[src/rtl/instruction_decode.sv]
// MIPS-32 decode stage: 2-entry skid buffer between fetch and execute,
// combinational field decode of the head entry and J/JAL redirect.
module instruction_decode #(
    parameter int DATA_W = 32,
    parameter int ADDR_W = 32
) (
    input  logic              clk,
    input  logic              rst,
    input  logic              if_valid,
    output logic              if_ready,
    input  logic [ADDR_W-1:0] if_pc,
    input  logic [DATA_W-1:0] if_instr,
    input  logic              flush,
    output logic              id_valid,
    input  logic              id_ready,
    output logic [ADDR_W-1:0] id_pc,
    output logic [5:0]        id_opcode,
    output logic [4:0]        id_rs,
    output logic [4:0]        id_rt,
    output logic [4:0]        id_rd,
    output logic [4:0]        id_shamt,
    output logic [5:0]        id_funct,
    output logic [31:0]       id_imm,
    output logic              id_rtype,
    output logic              id_is_branch,
    output logic              id_is_jump,
    output logic              redirect_valid,
    output logic [ADDR_W-1:0] redirect_pc
);

    logic              r_main_v;
    logic [ADDR_W-1:0] r_main_pc;
    logic [DATA_W-1:0] r_main_instr;
    logic              r_skid_v;
    logic [ADDR_W-1:0] r_skid_pc;
    logic [DATA_W-1:0] r_skid_instr;
    logic              r_redir_v;
    logic [ADDR_W-1:0] r_redir_pc;

    logic              w_acc;
    logic              w_fire;
    logic              w_in_jump;
    logic [3:0]        w_pc4_hi;
    logic [ADDR_W-1:0] w_target;
    logic [5:0]        w_op;
    logic [15:0]       w_imm16;

    assign if_ready = !r_skid_v;
    assign id_valid = r_main_v;
    assign w_acc    = if_valid && if_ready;
    assign w_fire   = r_main_v && id_ready;

    // Upper nibble of pc+4: carry into bit 28 only when pc[27:2] is all ones.
    assign w_pc4_hi  = if_pc[ADDR_W-1:ADDR_W-4] + {3'b000, &if_pc[ADDR_W-5:2]};
    assign w_target  = {w_pc4_hi, if_instr[25:0], 2'b00};
    assign w_in_jump = (if_instr[31:26] == 6'h02) || (if_instr[31:26] == 6'h03);

    always_ff @(posedge clk) begin
        if (rst) begin
            r_main_v     <= 1'b0;
            r_main_pc    <= '0;
            r_main_instr <= '0;
            r_skid_v     <= 1'b0;
            r_skid_pc    <= '0;
            r_skid_instr <= '0;
            r_redir_v    <= 1'b0;
            r_redir_pc   <= '0;
        end else if (flush) begin
            r_main_v  <= 1'b0;
            r_skid_v  <= 1'b0;
            r_redir_v <= 1'b0;
        end else begin
            r_redir_v <= w_acc && w_in_jump;
            if (w_acc && w_in_jump) begin
                r_redir_pc <= w_target;
            end
            // Skid occupied means if_ready is low, so no accept can race it.
            if (r_skid_v) begin
                if (w_fire) begin
                    r_main_pc    <= r_skid_pc;
                    r_main_instr <= r_skid_instr;
                    r_skid_v     <= 1'b0;
                end
            end else if (w_acc) begin
                if (!r_main_v || w_fire) begin
                    r_main_v     <= 1'b1;
                    r_main_pc    <= if_pc;
                    r_main_instr <= if_instr;
                end else begin
                    r_skid_v     <= 1'b1;
                    r_skid_pc    <= if_pc;
                    r_skid_instr <= if_instr;
                end
            end else if (w_fire) begin
                r_main_v <= 1'b0;
            end
        end
    end

    assign w_op    = r_main_instr[31:26];
    assign w_imm16 = r_main_instr[15:0];

    assign id_pc     = r_main_pc;
    assign id_opcode = w_op;
    assign id_rs     = r_main_instr[25:21];
    assign id_rt     = r_main_instr[20:16];
    assign id_rd     = r_main_instr[15:11];
    assign id_shamt  = r_main_instr[10:6];
    assign id_funct  = r_main_instr[5:0];
    assign id_rtype  = (w_op == 6'h00);

    always_comb begin
        id_is_branch = 1'b0;
        id_is_jump   = 1'b0;
        id_imm       = {{16{w_imm16[15]}}, w_imm16};
        unique case (1'b1)
            (w_op == 6'h0C), (w_op == 6'h0D), (w_op == 6'h0E):
                id_imm = {16'h0000, w_imm16};
            (w_op == 6'h0F):
                id_imm = {w_imm16, 16'h0000};
            default: ;
        endcase
        unique case (1'b1)
            (w_op == 6'h01), (w_op == 6'h04), (w_op == 6'h05),
            (w_op == 6'h06), (w_op == 6'h07):
                id_is_branch = 1'b1;
            (w_op == 6'h02), (w_op == 6'h03):
                id_is_jump = 1'b1;
            default: ;
        endcase
    end

    assign redirect_valid = r_redir_v;
    assign redirect_pc    = r_redir_pc;

endmodule

[config.mk]
export PLATFORM = sky130hd
export DESIGN_NAME = instruction_decode
export DESIGN_NICKNAME = d
export VERILOG_FILES = /design/src/rtl/instruction_decode.sv
export SDC_FILE = /design/constraint.sdc
export NUM_CORES = 1
export LEC_CHECK = 0
export BUFFER_PORTS_ARGS = -buffer_cell sky130_fd_sc_hd__buf_2
export CAP_MARGIN = 40
export CORE_MARGIN = 4
export CORE_UTILIZATION = 57
export DETAILED_ROUTE_END_ITERATION = 10
export GPL_TIMING_DRIVEN = 1
export HOLD_SLACK_MARGIN = 0.02
export PLACE_DENSITY = 0.94
export SYNTH_ARGS = -nofsm -noshare
export SYNTH_HDL_FRONTEND = slang
export SYNTH_SLANG_ARGS = --single-unit
[constraint.sdc]
create_clock -name clk -period 2.9 [get_ports clk]
set_input_delay 0.29 -clock clk [delete_from_list [all_inputs] [get_ports clk]]
set_output_delay 0.29 -clock clk [all_outputs]
set_load 0.005 [all_outputs]
* After elaboration in Yosys (flattened, before gate mapping)
Cells that the tools add are included.
** Storage, ports and cells
- Output and inout bits :: 134
- Flip-flop bits (word level) :: 161
- Logic and storage cells :: 65
- Input port bits :: 69
** Operators by class
- Bitwise operators :: 3
- Equal/unequal tests :: 15
- Muxes and demuxes :: 18
- Reductions and logical operators :: 20
- $add $sub $neg :: 1
** Operators by type and width (count)
- 32-bit 2-to-1 mux :: 8
- 32-bit case mux with 2 select lines :: 1
- 26-bit AND reduction :: 1
- 6-bit by 2-bit == test with 1-bit output (second input constant) :: 4
- 6-bit by 3-bit == test with 1-bit output (second input constant) :: 4
- 6-bit by 4-bit == test with 1-bit output (second input constant) :: 4
- 1-bit 2-to-1 mux :: 9
- 4-bit AND reduction :: 2
- 6-bit by 1-bit == test with 1-bit output (second input constant) :: 1
- 6-bit zero test :: 1
- 2-bit nonzero test :: 3
- 5-bit OR reduction :: 1
- 4-bit by 1-bit adder with 4-bit output :: 1
- 2-bit by 1-bit inequality test with 1-bit output (second input constant) :: 2
- 2-bit OR reduction :: 2
- 1-bit logical AND :: 3
- 1-bit NOT :: 3
- 3-bit AND reduction :: 1
- 3-bit OR reduction :: 1
- 1-bit zero test :: 2
- 1-bit logical OR :: 2
- 2-bit AND reduction :: 1

* Logic depth before layout (Yosys ltp)
Gate-level depths: netlist of run 1.
- Depth after elaboration :: 5
- Gate-level depth with buffers :: 7
- Depth with buffers taken out :: 7

* Worst setup path before layout of run 1
Ideal clock, no wire load.
- Path kind :: input to register
- From :: in if_pc[11]
- To :: reg r_redir_pc[31] (netlist: redirect_pc[31])
- Data arrival time :: 1.775 ns
- Path buffers :: 0
- Required time :: 2.809 ns
- Slack :: 1.034 ns
- Stages :: 7
- Setup time :: 0.091 ns
- Cell sequence :: nand4_1 > or4_1 > nor4_1 > ha_1 > nand3_1 > xor2_1 > a311oi_1
** On the way
- Longest elaborated chain between the ends :: 2
** RTL lines
- start, declared :: RTL line 11 : input logic [ADDR_W-1:0] if_pc,
- 26-bit AND reduction :: RTL line 54 : assign w_pc4_hi = if_pc[ADDR_W-1:ADDR_W-4] + {3'b000, &if_pc[ADDR_W-5:2]};
- 4-bit by 1-bit adder with 4-bit output :: RTL line 54
- end signal, assigned :: RTL line 75 : r_redir_pc <= w_target;
- end, declared :: RTL line 38 : logic [ADDR_W-1:0] r_redir_pc;
No other way between the ends.
A chain may end at the register's enable or synchronous reset.

* Worst setup path in the final report of run 1
- From :: reg r_main_instr[31]
- To :: out id_imm[31]
** On the way
- Longest elaborated chain between the ends :: 3
- Elaborated cells between the ends (all ways) :: 6
- Those cells by class :: eq/ne: 4; mux: 1; reduce/logical: 1
** RTL lines
- start, declared :: RTL line 33 : logic [DATA_W-1:0] r_main_instr;
- start signal, assigned :: RTL line 81 : r_main_instr <= r_skid_instr;
- start signal, assigned :: RTL line 88 : r_main_instr <= if_instr;
- 6-bit by 4-bit == test with 1-bit output :: RTL line 117 : (w_op == 6'h0C), (w_op == 6'h0D), (w_op == 6'h0E):
- 3-bit OR reduction :: RTL line 116 : unique case (1'b1)
- 32-bit case mux with 2 select lines * :: RTL line 116
- end, declared :: RTL line 23 : output logic [31:0] id_imm,
Every way passes the cells marked *; elsewhere a longest branch is shown, timed or not.

==> results of run 1 <==
flip-flops by register name (all words and copies together), names as in the netlist:
signal and count:
id_pc 32, r_main_instr 32, r_skid_instr 32, r_skid_pc 32, redirect_pc 30, id_valid 1, r_skid_v 1, redirect_valid 1
cells in the final DEF, fill, tap and decap left out, types with 2 or more instances in the layout:
cell       synthesis  final
a21o_1            15     15
a21oi_1           96     96
a311oi_1           2      2
a31oi_1           64     64
and4bb_2           2      2
buf_12             0      7
buf_2             49    198
buf_4              5     14
bufinv_16          0      4
clkbuf_1          48      2
clkbuf_16          0     17
clkbuf_8           0      5
conb_1             1      2
dfxtp_1          161    160
ha_1               2      2
inv_1              4      3
mux2_2            64     65
nand2_1            2      2
nand3_1           93     93
nand4_1            6      6
nand4bb_1          3      2
nor2b_1           17     16
nor3_1            66     66
nor4_1            66     66
o21ai_0           62     62
o21ai_1           31     31
or4_1              2      2
worst min path at each step:
| stage | from | depth (start not counted) | endpoint | slack [ns] |
|---|---|---|---|---|
| after global routing | if_pc[24] | 3 | r_skid_pc[24] | 0.14 |
| after detailed placement | r_skid_pc[7] | 2 | r_skid_pc[7] | 0.47 |
| after CTS | if_pc[7] | 3 | r_skid_pc[7] | 0.13 |
| after floorplan | id_ready | 1 | r_skid_v | 0.41 |
| final | if_pc[0] | 3 | r_skid_pc[0] | 0.14 |
| after global placement | r_skid_instr[20] | 2 | r_skid_instr[20] | 0.46 |
routing by layer:
metal  GRT usage [%]  part of all wire (%)  vias to the layer above
li1                -                     -                     3579
met1           39.71                    40                     3729
met2           47.98                    48                      458
met3           7.640                   9.7                       60
met4           11.76                   2.5                        0
met5               0                     0                        -
cells by family after synthesis:
| family | Yosys count |
|---|---|
| compound gates | 273 |
| simple gates | 265 |
| flops | 161 |
| buf+inv | 121 |
| mux | 66 |
| fa+ha+maj | 2 |
| xor+xnor | 2 |
| other cells | 1 |
power groups by stage:
stage	clock network, mW	logic, mW	registers (mW)
finish	2.40	0.636	2.34
global route	2.49	0.695	2.35
CTS	2.41	0.629	2.34
detailed placement	0	0.624	2.39
global placement	0	0.611	2.39
floorplan	0	0.366	2.38
critical path, stage by stage (launching register included):
cell and delay (ns):
dfxtp_1 0.42, nand4bb_1 0.20, and2_1 0.68, a31o_2 0.20
buf_2 0.11
through the flow:
step                instances  hold WS, ns  utilization (%)  instance area (um^2)
finish                   1196       0.1436            71.57                  9179
global route             1196       0.1377            71.57                  9179
CTS                      1196       0.1328            71.57                  9179
detailed placement       1167       0.4658            66.68                  8552
global placement         1166       0.4564            66.47                  8524
floorplan                 892       0.4062                -                  7576
layout make-up:
| type | count | area share (%) |
|---|---|---|
| Timing Repair Buffer | 220 | 13.77 |
| Sequential cell | 161 | 35.16 |
| Inverter | 4 | 0.1908 |
| Clock inverter | 5 | 1.363 |
| Multi-Input combinational cell | 610 | 41.71 |
| Tap cell | 172 | 2.345 |
| Clock buffer | 24 | 5.466 |
==> summary.txt, run 1 <==
Status
  – Status: completed

Global routing
  – Vias in the first global route: ~7300
  – Initial antenna violation count: 0
  – Grt total ovfl: 0
  – Total Routing Usage GR: 30.25%
  – Largest net degree at the start of global routing: between 60 and 70
  – First-pass GRT wire length: 36880 um

Power
  – Psw: 1.285 mW
  – Clock network power share: around 45%
  – VDD IR max: 0.4083 mV
  – Pwr Total: between 5 and 6 mW
  – P_int: ~4.1 mW
  – Cell Pwr Density: roughly 590 nW/um^2
  – Sw frac: 23.89%
  – Combinational share of power: between 10% and 20%
  – Seq pwr share: between 40% and 50%
  – LEAKAGE: approximately 3.6 nW

Clocking
  – Gates resized, CTS repair: 0
  – CTS root buf: clkbuf_16
  – CTS tree: built
  – Clock-pin transition on the worst setup and hold timing paths: roughly 0.060 ns
  – CTS hold repair buffers: 0
  – Sink Count: approximately 160
  – Post-CTS Setup Inserts: 0
  – Clk_lat worst skew: approximately 0.42 ns
  – CTS Buf Count: 17
  – Clock Path Buffers: 2
  – # H-tree levels: 4

Critical path
  – Worst R2R Path Depth: 4
  – Crit path to: id_imm[31]
  – Critical path launch point type: register
  – CP endpoint kind: primary output
  – Crit-path max FO: 16
  – Reg2Reg Setup Slack: 0.66 ns
  – Critical Path Start: r_main_instr[31]
  – RR Endpoint: r_main_instr[31]
  – Worst reg2reg startpoint: r_skid_v
  – Worst path required time: approximately 2.6 ns
  – Critical path type: register to primary output
  – Worst EP arrival: about 2.0 ns

STA
  – Final hold vios: 0
  – Final-report setup violation count: 0
  – Setup TNS: 0 ns
  – Fin Clk Skew: roughly 0.0073 ns
  – Relative slew slack: 46.10%
  – RSZ-0062 raised after global routing: no
  – Worst Max-Slew Pin Slew: around 0.81 ns
  – Final max-slew violation count: 0
  – Minimum clock period: 2.313 ns
  – Final Cycle Share: roughly four fifths
  – Fmax achieved: around 430 MHz
  – Fin worst setup slack: between 0.5 and 0.6 ns

Synthesis
  – Synth warnings: 0
  – Post-synth EDFFs: 0
  – Synth cell types: 39
  – Mapped Area: 7572 um^2
  – Post-synthesis mux area share: around 10%
  – Post-Synth Simple-Gate Area: around 20%
  – Synth area leaders: dfxtp_1 (43%), mux2_2 (9.5%), a21oi_1 (6.3%), nand3_1 (6.1%), nor4_1 (5.5%)
  – Yosys top cell by area: dfxtp_1
  – Asr flop ratio synth: 0%
  – #FFs+latches synth: 161
  – Avg Cell Area, Syn: ~8.5 um^2
  – Main combinational cell family by area after synthesis: compound AO/OA/AOI/OAI gates
  – Syn Inst Count: between 800 and 900
  – XOR/XNOR Fraction of Synth Area: less than 1%
  – Most frequent cell after synthesis: dfxtp_1
  – Adder-cell share of the synthesized area: less than 1%
  – Most instantiated cells after synthesis: dfxtp_1 (161), a21oi_1 (96), nand3_1 (93)
  – Synth Area in Compound Gates: slightly below 20%
  – Register area share after synthesis: 42.56%
  – Predominant post-synthesis flop cell: dfxtp_1
  – Synth top area share: a little over two fifths

Die
  – Die area: roughly 15000 um^2
  – Chip width: ~120 um
  – Height of the die: about 120 um
  – # rows: 41
  – Effective utilization at floorplan: 59.04%
  – Core area: about 13000 um^2
  – # IOs: around 200

Routing
  – Initial drt markers: approximately 930
  – TritonRoute pass-1 iters: 6
  – Detailed-route DRC error count: 0
  – Routed Antenna Nets: 0
  – DRT Wirelength: 23400 um
  – Vias: approximately 7800
  – Routed vias/inst: 6.543
  – WL/cell: about 20 um

Place
  – # port buffers: 200
  – Final HPWL DP: about 15000 um
  – DP Worst Slack: slightly below 0.7 ns
  – GP Congestion: 0.8627

Cells and area
  – Multi-input gate area in the final layout: around 3800 um^2
  – Reg area: around 3200 um^2
  – Layout cells sized above 1: between 30% and 40%
  – Antenna Cells: 0
  – NumNets Final: around 1100
  – Layout area overhead: 21.22%
  – Filler instances: around 960

Worst hold path
  – Worst hold-check path type: input port to register

Job
  – # Max-Cap Violations: 0
Power figures use the tool's default switching activity.
==> run 2, diff against run 1 <==
ABC_AREA = 1   (was unset)
CORE_UTILIZATION = 48   (was 57)
PLACE_DENSITY = 0.85   (was 0.94)
clock period = 2.1 ns   (was 2.9 ns; I/O delays follow)
==> run 2 against run 1 <==
Sequential share of layout area down 0.83 points. Via count down 0.59%. Synthesized cell count up 34%. Largest power group unchanged. Wire length down 8.0%. Global-route usage down 6.7 points. Hold slack worse by 0.091 ns. Critical path type unchanged. Count of clock-buffer cells in the layout down 2. Critical endpoint is now id_imm[29]. Combinational power up 32%. Setup slack worse by 0.58 ns. Largest cell class unchanged.
==> summary.txt, run 2 <==
Status
  – Status: completed

Synthesis
  – Yosys top cell by area: dfxtp_1
  – Synth cell types: 32 (-18%)
  – Post-synth EDFFs: 0 (unchanged)
  – Avg Cell Area, Syn: 6.447 um^2 (-24%)
  – Asr flop ratio synth: 0% (unchanged)
  – Register area share after synthesis: 41.94% (-0.62 points)
  – Most frequent cell after synthesis: nor2_1
  – Synth top area share: 41.94% (-0.62 points)
  – Predominant post-synthesis flop cell: dfxtp_1
  – Most instantiated cells after synthesis: nor2_1 (402), nand2_1 (206), dfxtp_1 (161)
  – Syn Inst Count: 1192 (+34%)
  – Synth area leaders: dfxtp_1 (42%), nor2_1 (20%), nand2_1 (10%), nand3_1 (6.3%), o21ai_0 (5.2%)
  – Mapped Area: 7685 um^2 (+1.5%)
  – Synth warnings: 0 (unchanged)
  – #FFs+latches synth: 161 (unchanged)

Routing
  – DRT Wirelength: 21520 um (-8.0%)
  – Detailed-route DRC error count: 0 (unchanged)
  – Routed Antenna Nets: 0 (unchanged)
  – WL/cell: 13.60 um (-31%)
  – Initial drt markers: 585 (-37%)
  – Vias: 7780 (-0.59%)
  – TritonRoute pass-1 iters: 6 (unchanged)
  – Routed vias/inst: 4.915 (-25%)

Place
  – GP Congestion: 0.8516 (-1.3%)
  – DP Worst Slack: 0.4429 ns (-0.2483 ns)
  – Final HPWL DP: 14370 um (-1.0%)
  – # port buffers: 200 (unchanged)
  – Cell Area, Placed: 8735 um^2 (+2.1%)
  – Number of cells after detailed placement: 1547 (+33%)

Global routing
  – Largest net degree at the start of global routing: 55 (-15%)
  – Grt total ovfl: 0 (unchanged)
  – First-pass GRT wire length: 34530 um (-6.4%)
  – Vias in the first global route: 7101 (-2.5%)
  – Initial antenna violation count: 3 (+3)
  – Total Routing Usage GR: 23.52% (-6.7 points)
  – Most used routing layer: met2
  – GR Layer Usage met2: 39.08% (-8.9 points)
  – M3 GR Usage: 4.471% (-3.2 points)
  – Met1 usage: 30.23% (-9.5 points)

Critical path
  – Critical path launch point type: register
  – CP Buf/Inv Count: 2 (+1)
  – Worst path required time: 1.89 ns (-0.72 ns)
  – Crit path to: id_imm[29]
  – CP delay by family, top: simple AND/OR/NAND/NOR gates
  – Worst EP arrival: 1.88 ns (-0.14 ns)
  – CP max-delay cell: dfxtp_1
  – Crit-path max FO: 8 (-8)
  – Levels on crit path: 6 (+2)
  – Crit-path cells: nor2_2 > nand3_2 > nor2_4 > clkinvlp_4 > o21ai_0 > buf_2
  – Critical Path Start: r_main_instr[30]
  – Reg2Reg Setup Slack: 0.45 ns (-0.21 ns)
  – Critical path type: register to primary output
  – RR Endpoint: redirect_pc[25]
  – Worst reg2reg startpoint: r_skid_v
  – CP endpoint kind: primary output
  – CP max stage delay: 0.33 ns (-0.35 ns)
  – Worst R2R Path Depth: 7 (+3)

Cells and area
  – Commonest non-fill, non-tap cells in the layout: nor2_1 (401), nand2_1 (204), buf_2 (200), dfxtp_1 (160), inv_1 (97)
  – Most common cell after layout, fill and taps aside: nor2_1
  – Layout cells sized above 1: 20.67% (-11 points)
  – Fin area: 9400 um^2 (+2.4%)
  – Filler instances: 1526 (+59%)
  – Layout area overhead: 22.32%
  – Layout Cells excl Fill: 1583 (+32%)
  – NumNets Final: 1428 (+32%)

Power
  – Combinational share of power: 11.4% (-0.4 points)
  – LEAKAGE: 4.847 nW (+34%)
  – Clock network power share: 44.8% (+0.2 points)
  – P_int: 5.592 mW (+37%)
  – Sw frac: 24.26% (+0.37 points)
  – Pwr Total: 7.384 mW (+37%)
  – Seq pwr share: 43.8% (+0.2 points)
  – Psw: 1.791 mW (+39%)
  – VDD IR max: 0.5657 mV (+39%)
  – Cell Pwr Density: 785.5 nW/um^2 (+34%)

Die
  – Core area: 15430 um^2 (+20%)
  – # IOs: 203 (unchanged)
  – Die area: 18100 um^2 (+19%)
  – Effective utilization at floorplan: 49.81% (-9.2 points)
  – Height of the die: 134.5 um (+9.1%)
  – # rows: 45 (+9.8%)
  – Chip width: 134.5 um (+9.1%)

Clocking
  – CTS root buf: clkbuf_16
  – # H-tree levels: 4 (unchanged)
  – Clock-pin transition on the worst setup and hold timing paths: 0.06 ns (about the same)
  – CTS tree: built
  – CTS hold repair buffers: 0 (unchanged)
  – Clock Path Buffers: 2 (unchanged)
  – Clk_lat worst skew: 0.42 ns (about the same)
  – CTS Buf Count: 17 (unchanged)
  – Sink Count: 161 (unchanged)

Worst hold path
  – Worst hold-check path type: input port to register

STA
  – Worst Max-Slew Pin Slew: 0.6351 ns (-0.1734 ns)
  – Fmax achieved: around 480 MHz
  – Fin worst setup slack: 0.006875 ns (-0.5800 ns)
  – RSZ-0062 raised after global routing: yes
  – Fin Clk Skew: 0.008128 ns (+0.0008439 ns)
  – Relative slew slack: 57.60% (+12 points)
  – Minimum clock period: between 2 and 2.5 ns
  – Final max-slew violation count: 0 (unchanged)
  – Final-report setup violation count: 0 (unchanged)
  – Final hold vios: 0 (unchanged)
  – Final Cycle Share: 99.67%

Job
  – # Max-Cap Violations: 0 (unchanged)
## run 2: cell count changes after synthesis, moves of 35 or more
| cell | change |
|---|---|
| nand2_1 | +204 |
| clkbuf_1 | -35 |
| nor2_1 | +400 |
| nor4_1 | -65 |
| a31oi_1 | -64 |
| nor3_1 | -61 |
| inv_1 | +95 |
| mux2_2 | -64 |
| a21oi_1 | -95 |
## run 2: worst min-delay path by stage
stage	from	end	slack, ns	cells past startpoint
global placement	redirect_pc[10]	redirect_pc[10]	0.44	2
floorplan	rst	redirect_valid	0.28	1
global route	if_pc[26]	r_skid_pc[26]	0.04	3
finish	if_pc[26]	r_skid_pc[26]	0.05	3
detailed placement	redirect_pc[22]	redirect_pc[22]	0.45	2
CTS	if_pc[26]	r_skid_pc[26]	0.04	3
## run 2: through the flow
step	setup TNS, ns	util [%]	hold slack, ns
final	0	60.93	0.05286
after global routing	-0.6950	60.93	0.04127
after CTS	0	60.70	0.03886
after detailed placement	0	56.62	0.4494
after global placement	0	56.62	0.4448
after floorplan	0	-	0.2824
## run 2: kinds of logic after synthesis
| group | after synthesis | share of synthesized area, % |
|---|---|---|
| AOI/OAI and AO/OA | 85 | 5.617 |
| xor gates and xnor gates | 1 | 0.1140 |
| adders and majority gates | 2 | 0.3256 |
| buffers and inverters | 180 | 11.09 |
| DFF | 161 | 41.94 |
| other | 1 | 0.04880 |
| and+or+nand+nor | 762 | 40.87 |
## run 2: final cells by class
type / count / area (um^2) / share of cell area [%]
repair inverters: 1 / 7.507 / 0.07986
diodes: 3 / 7.507 / 0.07986
clock buffers: 22 / 474.2 / 5.045
repair buffers: 221 / 1234 / 13.12
inverters: 103 / 395.4 / 4.206
flip-flops and latches: 161 / 3227 / 34.33
multi-input cells: 852 / 3638 / 38.71
clock inverters: 9 / 152.6 / 1.624
well taps: 211 / 264.0 / 2.808
## run 2: repair_timing
action / in CTS / in global routing
gates resized for setup: 1 / 5
gates cloned: 0 / 1
hold endpoints to repair: 0 / 0
setup buffers: 0 / 1
setup endpoints to repair: 4 / 15
## run 2: worst min-delay path: stages
cell and delay, ns:
buf_2 0.09, o21ai_1 0.06, nor2_1 0.07
## run 2: per-layer routing
layer | vias up | share of wire (%)
li1 | 3964 | -
met1 | 3487 | 43
met2 | 296 | 47
met3 | 33 | 7.6
met4 | 0 | 2.4
met5 | - | 0
## run 2: power by group through the flow
stage | Sequential (mW) | Combinational [mW] | Clock (mW)
after CTS | 3.23 | 0.846 | 3.36
after detailed placement | 3.30 | 0.842 | 0
final | 3.24 | 0.841 | 3.31
after global placement | 3.30 | 0.827 | 0
after global routing | 3.25 | 0.957 | 3.48
after floorplan | 3.30 | 0.495 | 0
